## config.mk

```make
export PLATFORM = sky130hd
export DESIGN_NAME = arbiter_n
export DESIGN_NICKNAME = d
export VERILOG_FILES = /design/src/rtl/arbiter_n.sv
export SDC_FILE = /design/constraint.sdc
export NUM_CORES = 1
export LEC_CHECK = 0
export CORE_MARGIN = 3
export CORE_UTILIZATION = 43
export DETAILED_ROUTE_END_ITERATION = 7
export PLACE_DENSITY = 0.72
export RECOVER_POWER = 25
export SETUP_SLACK_MARGIN = 0.5
export SKIP_LAST_GASP = 1
export SLEW_MARGIN = 0
export SYNTH_ARGS = -nofsm -noshare
export SYNTH_HDL_FRONTEND = slang
export SYNTH_SLANG_ARGS = --single-unit
```

## constraint.sdc

```tcl
create_clock -name clock -period 2 [get_ports clock]
set_input_delay 0.2 -clock clock [delete_from_list [all_inputs] [get_ports clock]]
set_output_delay 0.2 -clock clock [all_outputs]
set_load 0.01 [all_outputs]
```

## src/rtl/arbiter_n.sv

```systemverilog
// N-requester grant arbiter: fixed-priority or round-robin winner select,
// owner hold with optional fairness timeout, grant parks on the last owner.
module arbiter_n #(
    parameter int N           = 4,
    parameter int MODE        = 1,
    parameter int MAX_HOLD    = 8,
    parameter int RESET_OWNER = 0
) (
    input  logic                 clock,
    input  logic                 reset,
    input  logic [N-1:0]         req,
    output logic [N-1:0]         gnt,
    output logic [$clog2(N)-1:0] gnt_id,
    output logic                 active,
    output logic                 switched
);

    localparam int unsigned NU = N;
    localparam int          IW = $clog2(N);
    localparam int          HW = (MAX_HOLD > 0) ? $clog2(MAX_HOLD + 1) : 1;
    localparam logic [HW-1:0] HOLD_LAST = (MAX_HOLD > 0) ? HW'(MAX_HOLD - 1) : '0;
    localparam logic [N-1:0]  RESET_GNT = {{(N-1){1'b0}}, 1'b1} << RESET_OWNER;

    typedef enum logic {PARK, OWN} state_t;

    state_t        state, state_nxt;
    logic [HW-1:0] hold_cnt, hold_nxt;
    logic [IW-1:0] owner_nxt, winner;
    logic [N-1:0]  others, gnt_nxt;
    logic          any_other, expired, switched_nxt;

    assign others    = req & ~gnt;
    assign any_other = |others;
    assign expired   = (MAX_HOLD != 0) && (hold_cnt == HOLD_LAST);

    // Round-robin scans owner+1 .. owner+N-1; the owner bit is already clear in others.
    always_comb begin
        logic          found;
        logic [IW-1:0] cand;
        winner = gnt_id;
        found  = 1'b0;
        for (int unsigned i = 0; i < NU; i++) begin
            if (MODE == 0)
                cand = IW'(i);
            else
                cand = IW'((32'(gnt_id) + i + 32'd1) % NU);
            if (!found && others[cand]) begin
                winner = cand;
                found  = 1'b1;
            end
        end
    end

    always_ff @(posedge clock) begin
        if (reset) begin
            state    <= PARK;
            gnt      <= RESET_GNT;
            gnt_id   <= IW'(RESET_OWNER);
            hold_cnt <= '0;
            switched <= 1'b0;
        end else begin
            state    <= state_nxt;
            gnt      <= gnt_nxt;
            gnt_id   <= owner_nxt;
            hold_cnt <= hold_nxt;
            switched <= switched_nxt;
        end
    end

    always_comb begin
        state_nxt    = state;
        owner_nxt    = gnt_id;
        hold_nxt     = '0;
        switched_nxt = 1'b0;
        if (req[gnt_id] && (!any_other || !expired)) begin
            state_nxt = OWN;
            if (any_other && MAX_HOLD != 0)
                hold_nxt = hold_cnt + 1'b1;
        end else if (any_other) begin
            state_nxt    = OWN;
            owner_nxt    = winner;
            switched_nxt = 1'b1;
        end else begin
            state_nxt = PARK;
        end
    end

    always_comb begin
        gnt_nxt            = '0;
        gnt_nxt[owner_nxt] = 1'b1;
        active             = (state == OWN);
    end

endmodule
```

==> report_table.html <==
<table>
<tr><th>Metric</th><th>Value</th></tr>
<tr><th colspan="2">Status</th></tr>
<tr><td>Result of the run</td><td>completed</td></tr>
<tr><th colspan="2">Logic synthesis</th></tr>
<tr><td>Sequential share of the synthesized area</td><td>36.6%</td></tr>
<tr><td>Number of synthesized register bits</td><td>12</td></tr>
<tr><td>Mean area per synthesized cell</td><td>8.86 sq um</td></tr>
<tr><td>Post-synthesis cell count</td><td>74</td></tr>
<tr><td>Post-Syn Area</td><td>656 sq um</td></tr>
<tr><td>Count of unique library cells instantiated by Yosys</td><td>32</td></tr>
<tr><td>Count of flip-flops with a built-in enable after synthesis</td><td>0</td></tr>
<tr><td>Primary FF master, synth</td><td>dfxtp_1</td></tr>
<tr><td>Nets in the synthesized netlist</td><td>81</td></tr>
<tr><td>Yosys warns</td><td>0</td></tr>
<tr><td>Fraction of synthesis flops using an asynchronous set or reset pin</td><td>0%</td></tr>
<tr><th colspan="2">STA</th></tr>
<tr><td>Max-slew headroom</td><td>71.0%</td></tr>
<tr><td>Setup repair after global routing missed its margin</td><td>true</td></tr>
<tr><td>Total count of max-transition violations in the final report</td><td>0</td></tr>
<tr><td>Worst clock skew on the final layout</td><td>0.000473 ns</td></tr>
<tr><td>Measured slew at the worst slew-check pin</td><td>0.431 ns</td></tr>
<tr><td>Final number of setup-violating endpoints</td><td>0</td></tr>
<tr><td>Final-layout setup total negative slack</td><td>0 ns</td></tr>
<tr><td>Final Worst Setup Slack</td><td>0.0120 ns</td></tr>
<tr><td>Part of the cycle the worst path needs</td><td>99.4%</td></tr>
<tr><td>Worst hold slack across all endpoints</td><td>0.463 ns</td></tr>
<tr><td>Tmin final</td><td>1.99 ns</td></tr>
<tr><td>Final hold violation count</td><td>0</td></tr>
<tr><td>Highest achievable clock rate</td><td>503 MHz</td></tr>
<tr><th colspan="2">Job</th></tr>
<tr><td>Max-cap violations</td><td>0</td></tr>
<tr><th colspan="2">Route</th></tr>
<tr><td>Average wire length per cell after detail routing</td><td>13.7 um</td></tr>
<tr><td>First-iteration detailed-routing DRC count</td><td>10</td></tr>
<tr><td>Detailed-route DRC error count</td><td>0</td></tr>
<tr><td>Via count normalized by instance count</td><td>5.43</td></tr>
<tr><td>Router iterations before antenna repair</td><td>4</td></tr>
<tr><td>Antenna-violating nets left</td><td>0</td></tr>
<tr><td>Routed Wire Length</td><td>1630 um</td></tr>
<tr><td>Total number of vias</td><td>646</td></tr>
<tr><th colspan="2">Worst setup path</th></tr>
<tr><td>Register-to-Register Path Depth</td><td>6</td></tr>
<tr><td>Kind of critical path</td><td>input port to flop</td></tr>
<tr><td>Worst EP arrival</td><td>2.16 ns</td></tr>
<tr><td>Register-to-register setup slack</td><td>0.02 ns</td></tr>
<tr><td>Startpoint kind of the worst setup timing path</td><td>input port</td></tr>
<tr><td>Endpoint of the worst register-to-register path</td><td>gnt[2]</td></tr>
<tr><td>Category of the worst setup path capture point</td><td>flop</td></tr>
<tr><td>Worst R2R Start</td><td>gnt_id[1]</td></tr>
<tr><td>Required time of the critical path</td><td>2.17 ns</td></tr>
<tr><td>Largest fanout on the critical path</td><td>4</td></tr>
<tr><th colspan="2">Pwr</th></tr>
<tr><td>Pwr/cell area</td><td>1450 mW/mm^2</td></tr>
<tr><td>Peak supply drop</td><td>0.000952 V</td></tr>
<tr><td>Static Leakage</td><td>0.415 nW</td></tr>
<tr><td>Design Power</td><td>1.42 mW</td></tr>
<tr><th colspan="2">Final layout</th></tr>
<tr><td># fillers</td><td>117</td></tr>
<tr><td>Commonest non-fill, non-tap cells in the layout</td><td>buf_4 (15), dfxtp_1 (10), clkdlybuf4s50_1 (8)</td></tr>
<tr><td>N_diodes</td><td>0</td></tr>
<tr><td>Layout net count</td><td>112</td></tr>
<tr><td>Final instance area</td><td>980 sq um</td></tr>
<tr><td>Most frequent standard cell in the layout excluding fill and tap cells</td><td>buf_4</td></tr>
<tr><td>Final core utilization</td><td>71.7%</td></tr>
<tr><td>Sequential Area</td><td>245 sq um</td></tr>
<tr><td>Multi-input logic area</td><td>419 sq um</td></tr>
<tr><td>Final cell count without fillers</td><td>119</td></tr>
<tr><td>Share of post-route cells with drive strength above 1</td><td>29.8%</td></tr>
<tr><td>Layout Area Growth over Synthesis</td><td>49.4%</td></tr>
<tr><th colspan="2">Floorplanning</th></tr>
<tr><td>Die Area</td><td>0.00203 sq mm</td></tr>
<tr><td>CORE AREA</td><td>0.00137 sq mm</td></tr>
<tr><td>Number of core rows</td><td>13</td></tr>
<tr><td>Initial Util</td><td>48.0%</td></tr>
<tr><td>Die height</td><td>45.0 um</td></tr>
<tr><td>Die width</td><td>45.0 um</td></tr>
<tr><td>Total I/O pin count</td><td>14</td></tr>
<tr><th colspan="2">Worst hold path</th></tr>
<tr><td>Hold Startpoint</td><td>hold_cnt[0]</td></tr>
<tr><td>Worst hold path cell count</td><td>1</td></tr>
<tr><td>Path category of the worst min-delay check</td><td>flop to flop</td></tr>
<tr><td>Endpoint of the worst hold path</td><td>hold_cnt[0]</td></tr>
<tr><th colspan="2">Placed design</th></tr>
<tr><td>Number of cells in the design after placement</td><td>113</td></tr>
<tr><td>Routability Congestion</td><td>0.864</td></tr>
<tr><td>Final HPWL DP</td><td>1230 um</td></tr>
<tr><td>Placed standard-cell area</td><td>911 sq um</td></tr>
<tr><td>Post-place setup slack</td><td>-0.298 ns</td></tr>
<tr><td>Port Buffer Count</td><td>13</td></tr>
<tr><th colspan="2">Global routing</th></tr>
<tr><td>GRT Total Usage</td><td>18.0%</td></tr>
<tr><td>Vias in the first global route</td><td>600</td></tr>
<tr><td>Pin count of the biggest net entering global routing</td><td>9</td></tr>
<tr><td>First-pass GRT wire length</td><td>2610 um</td></tr>
<tr><td>Residual overflow from global routing</td><td>0</td></tr>
<tr><td>Antenna violations before repair</td><td>0</td></tr>
<tr><th colspan="2">Clocking</th></tr>
<tr><td>Root buffer cell</td><td>clkbuf_4</td></tr>
<tr><td>Number of CTS-inserted buffers</td><td>3</td></tr>
<tr><td>Clock transition time at the flip-flop clock pins of the worst setup and hold paths</td><td>0.07 ns</td></tr>
<tr><td>Number of levels the H-tree was split into</td><td>1</td></tr>
<tr><td>CTS max path bufs</td><td>2</td></tr>
<tr><td>CTS tree</td><td>built</td></tr>
<tr><td>Clock latency reported for the late side of the worst-skew pair</td><td>0.27 ns</td></tr>
<tr><td>Number of sinks handled by clock tree synthesis</td><td>12</td></tr>
</table>
## what timing repair did
action                     4_1_cts  5_1_grt
gates resized for setup          4        2
pin swaps                        0        1
hold buffers                     0        0
buffers inserted                 1        1
gates cloned                     0        0
setup endpoints to repair        8        7
## area by class of cell
cell class	instances	share of cell area [%]
Clock buffer	4	3.70
Inverter	3	1.28
Multi-Input combinational cell	56	42.8
Sequential cell	12	25.0
Tap cell	15	1.92
Timing Repair Buffer	29	25.3
## per-layer routing
| metal | share of wire [%] | up-vias | wire length (um) | global-route usage, % |
|---|---|---|---|---|
| met5 | 0 | - | 0 | 0 |
| met4 | 1.5 | 0 | 24 | 5.85 |
| met3 | 7.3 | 4 | 119 | 7.17 |
| met2 | 44 | 22 | 715 | 26.8 |
| met1 | 47 | 294 | 765 | 23.5 |
| li1 | - | 326 | - | - |
## Yosys cell counts, types with 3 or more instances
master	n	area (sq um)
and3_1	3	18.8
dfxtp_1	12	240
nand2_1	6	22.5
nand2b_1	4	25.0
nor2_1	7	26.3
nor2b_1	3	18.8
nor3_1	4	20.0
xnor2_1	3	26.3
## worst max-delay path, cell delays in order
cell and delay (ns):
clkdlybuf4s50_1 0.44, mux4_2 0.49, clkinv_2 0.09, a31oi_4 0.05
or3_4 0.37, or3_4 0.35, and3_1 0.17
## flip-flops by register name, summed over array words and instances (netlist names)
register and count:
gnt 4, switched 1, gnt_id 2, hold_cnt 4, active 1
## report_power, final
| group | switching, mW | leakage [nW] | internal [mW] |
|---|---|---|---|
| clock network | 0.0791 | 0.0210 | 0.111 |
| logic | 0.392 | 0.294 | 0.469 |
| registers | 0.0514 | 0.0996 | 0.316 |
| total | 0.522 | 0.415 | 0.895 |
## worst max-delay path by stage
stage,from,to,slack (ns),cells after the start
CTS,gnt_id[1],gnt[2],0.02,6
finish,req[3],gnt[2],0.01,7
detailed placement,req[1],gnt[2],-0.30,7
floorplan,gnt_id[1],gnt[2],0.05,6
global placement,req[1],gnt[2],-0.29,7
global route,gnt_id[1],gnt[2],-0.03,6
## logic make-up after synthesis
logic type | count (synthesis) | share of synthesized area [%]
compound gates | 14 | 17.0
xor+xnor | 3 | 4.01
fa+ha+maj | 1 | 1.91
buf+inv | 6 | 3.63
flops | 12 | 36.6
mux | 3 | 6.68
simple gates | 35 | 30.2
No activity file was read; power rests on OpenSTA's default activity.
